`src/rtl/cdc_hs_pkg.sv`:
```
// rtl/cdc_hs_pkg.sv - shared types and defaults for the CDC handshake transmitter
package cdc_hs_pkg;

  typedef enum logic [0:0] {HS_IDLE, HS_WAIT} hs_state_e;

  localparam int HS_TIMEOUT_DEF = 1024;

  // Width of a counter that must hold 0..t; a disabled timeout (t=0) still gets one bit
  function automatic int tmo_width(input int t);
    return (t < 1) ? 1 : $clog2(t + 1);
  endfunction

endpackage

```
`src/rtl/data_sync.sv`:
```
// rtl/data_sync.sv - two-flop synchronizer cell for asynchronous level inputs
module data_sync #(
  parameter int W = 1
) (
  input  logic         clk,
  input  logic         rstn,
  input  logic [W-1:0] d,
  output logic [W-1:0] q
);

  logic [W-1:0] meta;

  // First flop may go metastable; second flop gives it a full cycle to settle
  always_ff @(posedge clk or negedge rstn) begin
    if (!rstn) begin
      meta <= '0;
      q    <= '0;
    end else begin
      meta <= d;
      q    <= meta;
    end
  end

endmodule

```
`src/rtl/cdc_hs_tx.sv`:
```
// rtl/cdc_hs_tx.sv - source side of a two-phase toggle req/ack CDC handshake
module cdc_hs_tx
  import cdc_hs_pkg::*;
#(
  parameter int DW      = 32,
  parameter int TIMEOUT = HS_TIMEOUT_DEF,
  parameter int CNT_W   = 16
) (
  input  logic             clk,
  input  logic             rstn,
  input  logic             in_valid,
  output logic             in_ready,
  input  logic [DW-1:0]    in_data,
  output logic             cdc_req,
  output logic [DW-1:0]    cdc_data,
  input  logic             cdc_ack,
  output logic             busy,
  output logic             err,
  input  logic             err_clr,
  output logic [CNT_W-1:0] xfer_cnt
);

  localparam int            TW       = tmo_width(TIMEOUT);
  localparam bit            TMO_EN   = (TIMEOUT > 0);
  localparam logic [TW-1:0] TMO_MAX  = TW'(TIMEOUT);
  localparam logic [TW-1:0] TMO_LAST = TMO_EN ? TW'(TIMEOUT - 1) : '0;

  hs_state_e     state;
  hs_state_e     state_nxt;
  logic          ack_s;
  logic          alive;
  logic          accept;
  logic          done;
  logic          tick;
  logic          tmo_fire;
  logic [TW-1:0] tmo_cnt;

  // The only path from cdc_ack into this domain
  data_sync #(.W(1)) u_ack_sync (
    .clk  (clk),
    .rstn (rstn),
    .d    (cdc_ack),
    .q    (ack_s)
  );

  // State register; alive keeps in_ready low until the first edge after reset
  always_ff @(posedge clk or negedge rstn) begin
    if (!rstn) begin
      state <= HS_IDLE;
      alive <= 1'b0;
    end else begin
      state <= state_nxt;
      alive <= 1'b1;
    end
  end

  // Next state and handshake strobes; ack changes while idle are ignored
  always_comb begin
    state_nxt = state;
    in_ready  = 1'b0;
    busy      = 1'b0;
    accept    = 1'b0;
    done      = 1'b0;
    tick      = 1'b0;
    case (state)
      HS_IDLE: begin
        in_ready = alive;
        if (in_valid && alive) begin
          accept    = 1'b1;
          state_nxt = HS_WAIT;
        end
      end
      HS_WAIT: begin
        busy = 1'b1;
        if (ack_s == cdc_req) begin
          done      = 1'b1;
          state_nxt = HS_IDLE;
        end else begin
          tick = 1'b1;
        end
      end
      default: state_nxt = HS_IDLE;
    endcase
  end

  assign tmo_fire = TMO_EN && tick && (tmo_cnt == TMO_LAST);

  // Launch: capture the word and flip the request level in the same edge
  always_ff @(posedge clk or negedge rstn) begin
    if (!rstn) begin
      cdc_data <= '0;
      cdc_req  <= 1'b0;
    end else if (accept) begin
      cdc_data <= in_data;
      cdc_req  <= ~cdc_req;
    end
  end

  // Outstanding-wait counter, saturating at TIMEOUT
  always_ff @(posedge clk or negedge rstn) begin
    if (!rstn) begin
      tmo_cnt <= '0;
    end else if (accept) begin
      tmo_cnt <= '0;
    end else if (tick && (tmo_cnt != TMO_MAX)) begin
      tmo_cnt <= tmo_cnt + 1'b1;
    end
  end

  // Sticky timeout flag; a set in the same cycle as err_clr wins
  always_ff @(posedge clk or negedge rstn) begin
    if (!rstn) begin
      err <= 1'b0;
    end else if (tmo_fire) begin
      err <= 1'b1;
    end else if (err_clr) begin
      err <= 1'b0;
    end
  end

  // Completed-transfer counter, wrapping at 2^CNT_W
  always_ff @(posedge clk or negedge rstn) begin
    if (!rstn) begin
      xfer_cnt <= '0;
    end else if (done) begin
      xfer_cnt <= xfer_cnt + 1'b1;
    end
  end

endmodule

```
`config.mk`:
```
export PLATFORM = sky130hd
export DESIGN_NAME = cdc_hs_tx
export DESIGN_NICKNAME = d
export VERILOG_FILES = /design/src/rtl/cdc_hs_pkg.sv /design/src/rtl/data_sync.sv /design/src/rtl/cdc_hs_tx.sv
export SDC_FILE = /design/constraint.sdc
export NUM_CORES = 1
export LEC_CHECK = 0
export BUFFER_PORTS_ARGS = -buffer_cell sky130_fd_sc_hd__buf_2
export CORE_MARGIN = 5
export CORE_UTILIZATION = 54
export CTS_BUF_LIST = sky130_fd_sc_hd__clkbuf_2 sky130_fd_sc_hd__clkbuf_4 sky130_fd_sc_hd__clkbuf_8
export DETAILED_ROUTE_END_ITERATION = 8
export PLACE_DENSITY = 0.83
export SKIP_CTS_REPAIR_TIMING = 1
export SLEW_MARGIN = 10
export SYNTH_ARGS = -nofsm -noshare
export SYNTH_HDL_FRONTEND = slang
export SYNTH_HIERARCHICAL = 1
export SYNTH_SLANG_ARGS = --single-unit
```
`constraint.sdc`:
```
create_clock -name clk -period 2.85 [get_ports clk]
set_clock_uncertainty 0.15 [all_clocks]
set_input_delay 0.57 -clock clk [delete_from_list [all_inputs] [get_ports clk]]
set_output_delay 0.57 -clock clk [all_outputs]
set_load 0.01 [all_outputs]
```
==> impl_metrics.env, run 1 <==
export IMPL_outcome="complete, no violations"
export IMPL_r2r_start="state"
export IMPL_finalHoldViolCount=0
export IMPL_r2r_slack_ns=0.78
export IMPL_nets=407
export IMPL_worst_pin_slew_ns=0.651
export IMPL_setup_viol=0
export IMPL_ant_nets=0
export IMPL_drt_iter0_markers=101
export IMPL_portBuffers=88
export IMPL_fin_tns_setup_ns=0
export IMPL_critPathCaptureType="register"
export IMPL_synth_top_area_cell="dfrtp_1"
export IMPL_vias=2158
export IMPL_ys_seq_area_frac=0.601
export IMPL_wire_per_inst_um=13.4
export IMPL_slowest_delay_ns=0.54
export IMPL_avgSynthCellArea_um2=9.91
export IMPL_grt_pass1_vias=2135
export IMPL_synth_top_area_share=0.601
export IMPL_power_per_cell_area_nw_per_um2=863
export IMPL_antennaDiodeCount=0
export IMPL_grt_usage=0.198
export IMPL_fp_row_count=25
export IMPL_reg2reg_depth=5
export IMPL_rsz0062_at_grt="no"
export IMPL_fin_crit_ns=2.07
export IMPL_slowest_stage="dfrtp_1"
export IMPL_grt_max_degree=31
export IMPL_area_growth_syn_to_layout_pct=25.4
export IMPL_ios=89
export IMPL_crit_top_cell="nand2_1"
export IMPL_remaining_drc_errors=0
export IMPL_tritoncts="built"
export IMPL_clock_sinks=65
export IMPL_ir_worst_vdd_v=0.000501
export IMPL_core_area_um2=4790
export IMPL_die_width_um=80.8
export IMPL_slew_violations=0
export IMPL_ys_types=31
export IMPL_cp_max_fo=24
export IMPL_die_h_um=80.8
export IMPL_ctsHtreeMaxLevel=3
export IMPL_placed_cell_area_um2=3210
export IMPL_cp_top_family="simple AND/OR/NAND/NOR gates"
export IMPL_clock_latency_ns=0.33
export IMPL_crit_type="reg -> reg"
export IMPL_fmax_mhz=484
export IMPL_grt_remaining_overflow=0
export IMPL_cts_buffer_depth=2
export IMPL_maxCapViolations=0
export IMPL_utilization=0.709
export IMPL_gp_congestion=0.810
export IMPL_drive_gt1_frac=0.305
export IMPL_post_route_cell_area_um2=3390
export IMPL_vias_per_cell=4.93
export IMPL_worst_hold_slack_ns=0.116
export IMPL_start_util=0.565
export IMPL_fin_crit_sh=0.726
export IMPL_dp_hpwl_mm=4.28
export IMPL_leakage_nw=1.86
export IMPL_synth_area_top_cells="dfrtp_1, nand2_1, xnor2_1"
export IMPL_firstDrtPassIters=4
export IMPL_clkTransAtPathRegs_ns=0.07
export IMPL_yosysWarningCount=6
export IMPL_dieArea_um2=6530
export IMPL_cts_buffers=9
export IMPL_num_fill_cells=368
export IMPL_synth_cells=273
export IMPL_maxSlewHeadroom=0.566
export IMPL_ys_seq_elements=65
export IMPL_grt_antenna_before_repair=0
export IMPL_cp_arrival_ns=2.19
export IMPL_worst_path_stages=5
export IMPL_crit_buf_inv=1
export IMPL_drt_wl_total_mm=5.88
export IMPL_timing_rr_end="cdc_data[15]"
export IMPL_total_power_w=0.00293
export IMPL_crit_path_cell_trace="nor2b_1, and2_1, buf_4, nand2_1, nand2_1"
export IMPL_hold_class="in -> async"
export IMPL_required_ns=2.97
export IMPL_grt_pass1_wl_mm=9.67
export IMPL_cts_root_buf="clkbuf_8"
export IMPL_startpoint_type="register"
export IMPL_synth_fp_nets=313
export IMPL_synth_area_um2=2710
==> registers in the layout (all words and copies together), names as in the netlist <==
register	flops
alive	1
state	1
err	1
u_ack_sync/q	1
cdc_req	1
xfer_cnt	16
u_ack_sync/meta	1
cdc_data	32
tmo_cnt	11
==> layout by cell type (no fill, tap or decap), types with 2 or more instances in the layout <==
cell / instances
nand3_1: 9
nor4_1: 4
a21oi_1: 3
nand4_1: 9
nand2_1: 111
or3_1: 3
dfrtp_1: 65
buf_2: 88
and2_1: 2
buf_4: 5
ha_1: 3
xnor2_1: 14
o21ai_0: 4
xor2_1: 6
nor2_1: 7
mux2_2: 2
and4_1: 2
inv_1: 4
nor3_1: 2
clkbuf_8: 12
and3_1: 3
mux2i_1: 3
==> worst register-to-register path: cells and delay by family (launching register included) <==
kind	cells	cell delay, ns
flops	1	0.54
simple gates	4	0.94
buf+inv	1	0.37
==> routing by layer <==
| layer | wire, um | track usage | share of wire |
|---|---|---|---|
| met2 | 2800 | 0.311 | 0.48 |
| met1 | 2530 | 0.252 | 0.43 |
| met4 | 72 | 0.0709 | 0.012 |
| met3 | 475 | 0.0732 | 0.081 |
| met5 | 0 | 0 | 0 |
==> Yosys cell counts (all sizes together) <==
library cell	number
ha	3
inv	4
clkbuf	6
dfrtp	65
o21ai	4
nand4	9
nor3	2
and4	2
o211ai	1
nand3	10
or3	3
nor2b	1
buf	4
nor4	4
xor2	7
nand2	111
and3	4
and2	2
conb	1
xnor2	14
nor2	7
mux2i	3
mux2	2
or4	1
a21oi	3
==> cell families after synthesis <==
group                      synth area share
other                               0.00139
AOI/OAI and AO/OA                    0.0157
muxes                                0.0194
buffers and inverters                0.0273
xor gates and xnor gates             0.0707
adders and majority gates            0.0139
DFF                                   0.601
and+or+nand+nor                       0.251
==> stage by stage <==
stage	std cells	worst slack [ns]
floorplan	273	1.15
global placement	423	0.856
detailed placement	423	0.775
CTS	438	0.772
global route	438	0.630
finish	438	0.782
==> power by group <==
group | total [W] | switching, W | internal, W
clock network | 0.000711 | 0.000321 | 0.000391
registers | 0.00137 | 0.000197 | 0.00118
logic | 0.000846 | 0.000492 | 0.000354
total | 0.00293 | 0.00101 | 0.00192
==> cell type report <==
type	count	area, um2	share of cell area
inverters	4	15.0	0.00442
well taps	67	83.8	0.0247
flip-flops and latches	65	1630	0.479
repair buffers	93	478	0.141
clock buffers	13	173	0.0509
multi-input cells	194	1010	0.296
clock inverters	2	12.5	0.00369
==> worst max path at each step <==
stage | startpoint | to
4_1_cts | state | cdc_data[15]
2_1_floorplan | state | tmo_cnt[1]
5_1_grt | cdc_req | tmo_cnt[10]
3_3_place_gp | cdc_req | tmo_cnt[10]
6_report | state | cdc_data[15]
3_5_place_dp | state | cdc_data[15]
Power figures use the tool's default switching activity.
==> run 2: changes to the inputs <==
--- a/config.mk
+++ b/config.mk
@@ -5,12 +5,13 @@
 export SDC_FILE = /design/constraint.sdc
 export NUM_CORES = 1
 export LEC_CHECK = 0
+export ABC_AREA = 1
 export BUFFER_PORTS_ARGS = -buffer_cell sky130_fd_sc_hd__buf_2
 export CORE_MARGIN = 5
-export CORE_UTILIZATION = 54
+export CORE_UTILIZATION = 48
 export CTS_BUF_LIST = sky130_fd_sc_hd__clkbuf_2 sky130_fd_sc_hd__clkbuf_4 sky130_fd_sc_hd__clkbuf_8
 export DETAILED_ROUTE_END_ITERATION = 8
-export PLACE_DENSITY = 0.83
+export PLACE_DENSITY = 0.77
 export SKIP_CTS_REPAIR_TIMING = 1
 export SLEW_MARGIN = 10
 export SYNTH_ARGS = -nofsm -noshare
==> constraint.sdc (replaced) <==
create_clock -name clk -period 1.81 [get_ports clk]
set_clock_uncertainty 0.15 [all_clocks]
set_input_delay 0.362 -clock clk [delete_from_list [all_inputs] [get_ports clk]]
set_output_delay 0.362 -clock clk [all_outputs]
set_load 0.01 [all_outputs]
==> impl_metrics.env, run 2 <==
export IMPL_outcome="complete, no violations"
export IMPL_slew_violations=0
export IMPL_r2r_slack_ns=0.16
export IMPL_setup_slack_ns=0.157
export IMPL_fin_crit_sh=0.913
export IMPL_yosys_top_cells_count="nand2_1, dfrtp_1, inv_1"
export IMPL_drt_iter0_markers=130
export IMPL_die_width_um=89.7
export IMPL_synth_top_area_share=0.534
export IMPL_placed_cell_area_um2=3590
export IMPL_avgSynthCellArea_um2=7.85
export IMPL_firstDrtPassIters=5
export IMPL_reg2reg_depth=9
export IMPL_ant_nets=0
export IMPL_dp_slack_ns=0.128
export IMPL_synth_edf_count=0
export IMPL_synth_cells=388
export IMPL_hold_end="cdc_data[9]"
export IMPL_portBuffers=88
export IMPL_ys_seq_elements=65
export IMPL_worst_hold_slack_ns=0.0622
export IMPL_slowest_stage="dfrtp_1"
export IMPL_grt_remaining_overflow=0
export IMPL_crit_buf_inv=2
export IMPL_hold_class="in -> reg"
export IMPL_timing_rr_end="tmo_cnt[5]"
export IMPL_ir_worst_vdd_v=0.000790
export IMPL_hold_depth=3
export IMPL_gp_congestion=0.855
export IMPL_finalHoldViolCount=0
export IMPL_cp_top_family="simple AND/OR/NAND/NOR gates"
export IMPL_remaining_drc_errors=0
export IMPL_regMostFlops="cdc_data"
export IMPL_grt_pass1_wl_mm=12.2
export IMPL_area_growth_syn_to_layout_pct=25.3
export IMPL_ys_seq_area_frac=0.534
export IMPL_dp_cells=550
export IMPL_required_ns=1.93
export IMPL_ios=89
export IMPL_slowest_delay_ns=0.40
export IMPL_clkTransAtPathRegs_ns=0.07
export IMPL_drive_gt1_frac=0.247
export IMPL_final_common_cell="nand2_1"
export IMPL_drt_wl_total_mm=6.89
export IMPL_synth_area_top_cells="dfrtp_1, nand2_1, inv_1"
export IMPL_vias_per_cell=4.83
export IMPL_synth_most_common_cell="nand2_1"
export IMPL_synth_top_area_cell="dfrtp_1"
export IMPL_ctsHtreeMaxLevel=3
export IMPL_maxCapViolations=0
export IMPL_clock_sinks=65
export IMPL_start_util=0.485
export IMPL_layout_common_cells="nand2_1, buf_2, dfrtp_1, inv_1, nor2_1"
export IMPL_grt_antenna_before_repair=0
export IMPL_dp_hpwl_mm=4.95
export IMPL_fmax_mhz=605
export IMPL_cts_buffers=9
export IMPL_synth_area_um2=3050
export IMPL_tritoncts="built"
export IMPL_async_reset_ff_frac=1.00
export IMPL_antennaDiodeCount=0
export IMPL_grt_usage=0.195
export IMPL_startpoint_type="register"
export IMPL_cts_buffer_depth=2
export IMPL_reg_largest_list="cdc_data (32), xfer_cnt (16), tmo_cnt (11)"
export IMPL_fin_crit_ns=1.65
export IMPL_fp_row_count=29
export IMPL_synth_flop_cell="dfrtp_1"
export IMPL_cp_arrival_ns=1.77
export IMPL_synth_fp_nets=428
export IMPL_dieArea_um2=8040
export IMPL_fin_tns_setup_ns=0
export IMPL_die_h_um=89.7
export IMPL_critPathCaptureType="register"
export IMPL_post_route_cell_area_um2=3820
export IMPL_setup_viol=0
export IMPL_ys_types=25
export IMPL_stdcell_count=567
export IMPL_wire_per_inst_um=12.2
export IMPL_leakage_nw=2.15
export IMPL_nets=526
export IMPL_cp_max_fo=8
export IMPL_crit_path_cell_trace="inv_1, ha_1, nand3_1, nor2_2, nor2_4, nor2_2, buf_4, nand2_1, nand2_1"
export IMPL_core_area_um2=6280
export IMPL_grt_pass1_vias=2724
export IMPL_clock_latency_ns=0.34
export IMPL_cts_root_buf="clkbuf_8"
export IMPL_vias=2741
export IMPL_power_per_cell_area_nw_per_um2=1270
export IMPL_rsz0062_at_grt="no"
export IMPL_yosysWarningCount=6
export IMPL_largest_reg_flops=32
export IMPL_grt_max_degree=66
export IMPL_r2r_start="tmo_cnt[0]"
export IMPL_crit_type="reg -> reg"
export IMPL_hp_start="in_data[9]"
-- run 2: per-layer routing --
layer / vias to the layer above / track usage / wire length [um]
li1: 1380 / - / -
met1: 1263 / 0.259 / 3110
met2: 89 / 0.291 / 3130
met3: 9 / 0.0630 / 567
met4: 0 / 0.0866 / 86
met5: - / 0 / 0
-- run 2: stage by stage --
step | utilization | total power, W
after floorplan | - | 0.00298
after global placement | 0.572 | 0.00358
after detailed placement | 0.572 | 0.00362
after CTS | 0.603 | 0.00489
after global routing | 0.608 | 0.00521
final | 0.608 | 0.00484
-- run 2: how the worst max path moves through the flow --
stage	startpoint	to	slack, ns	cells past startpoint
detailed placement	cdc_req	xfer_cnt[6]	0.13	6
global placement	cdc_req	xfer_cnt[6]	0.20	6
finish	tmo_cnt[0]	tmo_cnt[5]	0.16	9
CTS	cdc_req	xfer_cnt[6]	0.11	6
floorplan	tmo_cnt[0]	tmo_cnt[7]	0.24	10
global route	tmo_cnt[0]	tmo_cnt[7]	0.02	9
-- run 2: tightest hold or removal path, delay by kind of cell --
family                 cells  cell delay [ns]
and+or+nand+nor            2             0.08
buffers and inverters      1             0.07
-- run 2: cells by family after synthesis --
family,Yosys count,share of synthesized area
and+or+nand+nor,256,0.343
AOI/OAI and AO/OA,7,0.0127
other,1,0.00123
buffers and inverters,44,0.0624
xor gates and xnor gates,12,0.0345
adders and majority gates,3,0.0123
DFF,65,0.534
-- run 2: final cells by class --
cell class	instances	area, um2
Tap cell	77	96.3
Clock buffer	12	159
Sequential cell	65	1630
Timing Repair Buffer	98	533
Multi-Input combinational cell	279	1240
Fill cell	566	2460
Clock inverter	3	40.0
Inverter	33	124
-- run 2: report_power, final --
part           total (W)  internal [W]  switching (W)  leakage [nW]
logic            0.00146      0.000594       0.000864          1.21
clock network    0.00124      0.000715       0.000530         0.106
registers        0.00214       0.00185       0.000290         0.838
==> run 3: changes to the inputs <==
--- a/config.mk
+++ b/config.mk
@@ -6,11 +6,12 @@
 export NUM_CORES = 1
 export LEC_CHECK = 0
 export ABC_AREA = 1
-export BUFFER_PORTS_ARGS = -buffer_cell sky130_fd_sc_hd__buf_2
+export BUFFER_PORTS_ARGS = -buffer_cell sky130_fd_sc_hd__clkbuf_2
 export CORE_MARGIN = 5
 export CORE_UTILIZATION = 48
 export CTS_BUF_LIST = sky130_fd_sc_hd__clkbuf_2 sky130_fd_sc_hd__clkbuf_4 sky130_fd_sc_hd__clkbuf_8
 export DETAILED_ROUTE_END_ITERATION = 8
+export HOLD_SLACK_MARGIN = 0.06
 export PLACE_DENSITY = 0.77
 export SKIP_CTS_REPAIR_TIMING = 1
 export SLEW_MARGIN = 10
==> impl_metrics.env, run 3 (synthesis results as in run 2) <==
export IMPL_antennaDiodeCount=0
export IMPL_crit_type="reg -> reg"
export IMPL_clock_sinks=65
export IMPL_largest_reg_flops=32
export IMPL_rsz0062_at_grt="no"
export IMPL_cp_arrival_ns=1.78
export IMPL_die_h_um=89.7
export IMPL_die_width_um=89.7
export IMPL_dp_slack_ns=0.196
export IMPL_fin_crit_sh=0.920
export IMPL_reg2reg_depth=9
export IMPL_seqCellArea_um2=1630
export IMPL_drt_wl_total_mm=7.06
export IMPL_post_route_cell_area_um2=3780
export IMPL_finalHoldViolCount=0
export IMPL_clock_latency_ns=0.34
export IMPL_fin_tns_setup_ns=0
export IMPL_ir_worst_vdd_v=0.000775
export IMPL_cp_max_fo=8
export IMPL_grt_antenna_before_repair=0
export IMPL_layout_common_cells="nand2_1, clkbuf_2, dfrtp_1, inv_1, nor2_1"
export IMPL_multi_input_area_um2=1230
export IMPL_dieArea_um2=8040
export IMPL_core_area_um2=6280
export IMPL_grt_usage=0.193
export IMPL_met3WireLength_um=589
export IMPL_cts_buffer_depth=2
export IMPL_fin_crit_ns=1.66
export IMPL_power_per_cell_area_nw_per_um2=1240
export IMPL_wl_met2_mm=3.11
export IMPL_fp_row_count=29
export IMPL_reg_largest_list="cdc_data (32), xfer_cnt (16), tmo_cnt (11)"
export IMPL_drt_iter0_markers=151
export IMPL_maxCapViolations=0
export IMPL_slew_violations=0
export IMPL_firstDrtPassIters=4
export IMPL_hold_class="in -> reg"
export IMPL_routed_top_layer="met4"
export IMPL_tritoncts="built"
export IMPL_regMostFlops="cdc_data"
export IMPL_critPathCaptureType="register"
export IMPL_cts_root_buf="clkbuf_8"
export IMPL_fmax_mhz=601
export IMPL_ant_nets=0
export IMPL_nets=526
export IMPL_outcome="complete, no violations"
export IMPL_num_fill_cells=564
export IMPL_clkTransAtPathRegs_ns=0.08
export IMPL_gp_congestion=0.828
export IMPL_grt_remaining_overflow=0
export IMPL_setup_viol=0
export IMPL_utilization=0.602
export IMPL_portBuffers=88
export IMPL_final_common_cell="nand2_1"
export IMPL_ctsHtreeMaxLevel=3
export IMPL_cts_buffers=9
export IMPL_startpoint_type="register"
export IMPL_grt_pass1_wl_mm=12.0
export IMPL_ios=89
export IMPL_setup_slack_ns=0.145
export IMPL_required_ns=1.93
export IMPL_grt_max_degree=66
export IMPL_hold_depth=2
export IMPL_wire_per_inst_um=12.4
export IMPL_leakage_nw=2.12
export IMPL_start_util=0.485
export IMPL_area_growth_syn_to_layout_pct=24.1
export IMPL_dp_hpwl_mm=5.10
export IMPL_drive_gt1_frac=0.242
export IMPL_remaining_drc_errors=0
export IMPL_total_power_w=0.00468
export IMPL_vias_per_cell=4.79
export IMPL_wl_met1_mm=3.25
export IMPL_placed_cell_area_um2=3590
export IMPL_grt_pass1_vias=2639
export IMPL_vias=2721
[run 3: changes by cell type in the layout (fill, tap and decap cells not counted), moves of 2 or more]
cell and delta:
clkbuf_2 +88, clkinvlp_4 +3, buf_2 -88, clkbuf_8 -2
[run 3: final timing paths]
path / from / endpoint / slack, ns
min in group asynchronous: rstn / cdc_data[6] / 0.43
worst min register to register: u_ack_sync/meta / u_ack_sync/q / 0.22
worst min-delay path: err_clr / err / 0.06
max in group asynchronous: rstn / cdc_req / 0.80
worst max-delay path: tmo_cnt[0] / tmo_cnt[7] / 0.15
worst max register to register: tmo_cnt[0] / tmo_cnt[7] / 0.15
[run 3: cell type report]
| type | instances | share of cell area |
|---|---|---|
| sequential | 65 | 0.430 |
| clock buffer | 9 | 0.0328 |
| clock inverter | 7 | 0.0123 |
| tap | 77 | 0.0255 |
| timing repair buffer | 98 | 0.141 |
| multi-input combinational | 279 | 0.325 |
| inverter | 33 | 0.0328 |
[run 3: metrics by stage]
stage	instances	hold slack (ns)
2_1_floorplan	388	-0.0836
3_3_place_gp	550	0.205
3_5_place_dp	550	0.206
4_1_cts	566	-0.106
5_1_grt	568	0.0620
6_report	568	0.0610
[run 3: layer usage]
layer | GRT usage | vias up
li1 | - | 1387
met1 | 0.262 | 1238
met2 | 0.289 | 85
met3 | 0.0575 | 11
met4 | 0.0812 | 0
met5 | 0 | -
[run 3: power breakdown]
group          switching [W]  leakage, nW  internal [W]  total [W]
registers           0.000302        0.838       0.00185    0.00215
clock network       0.000579       0.0814      0.000493    0.00107
logic               0.000863         1.20      0.000590    0.00145
[run 3: critical path, stage by stage (launching register included)]
cell     delay (ns)
dfrtp_1        0.40
inv_1          0.11
ha_1           0.16
nand3_1        0.07
nor2_1         0.19
nor2_4         0.05
nor2_2         0.15
buf_4          0.19
nand2_1        0.05
nand2_1        0.07
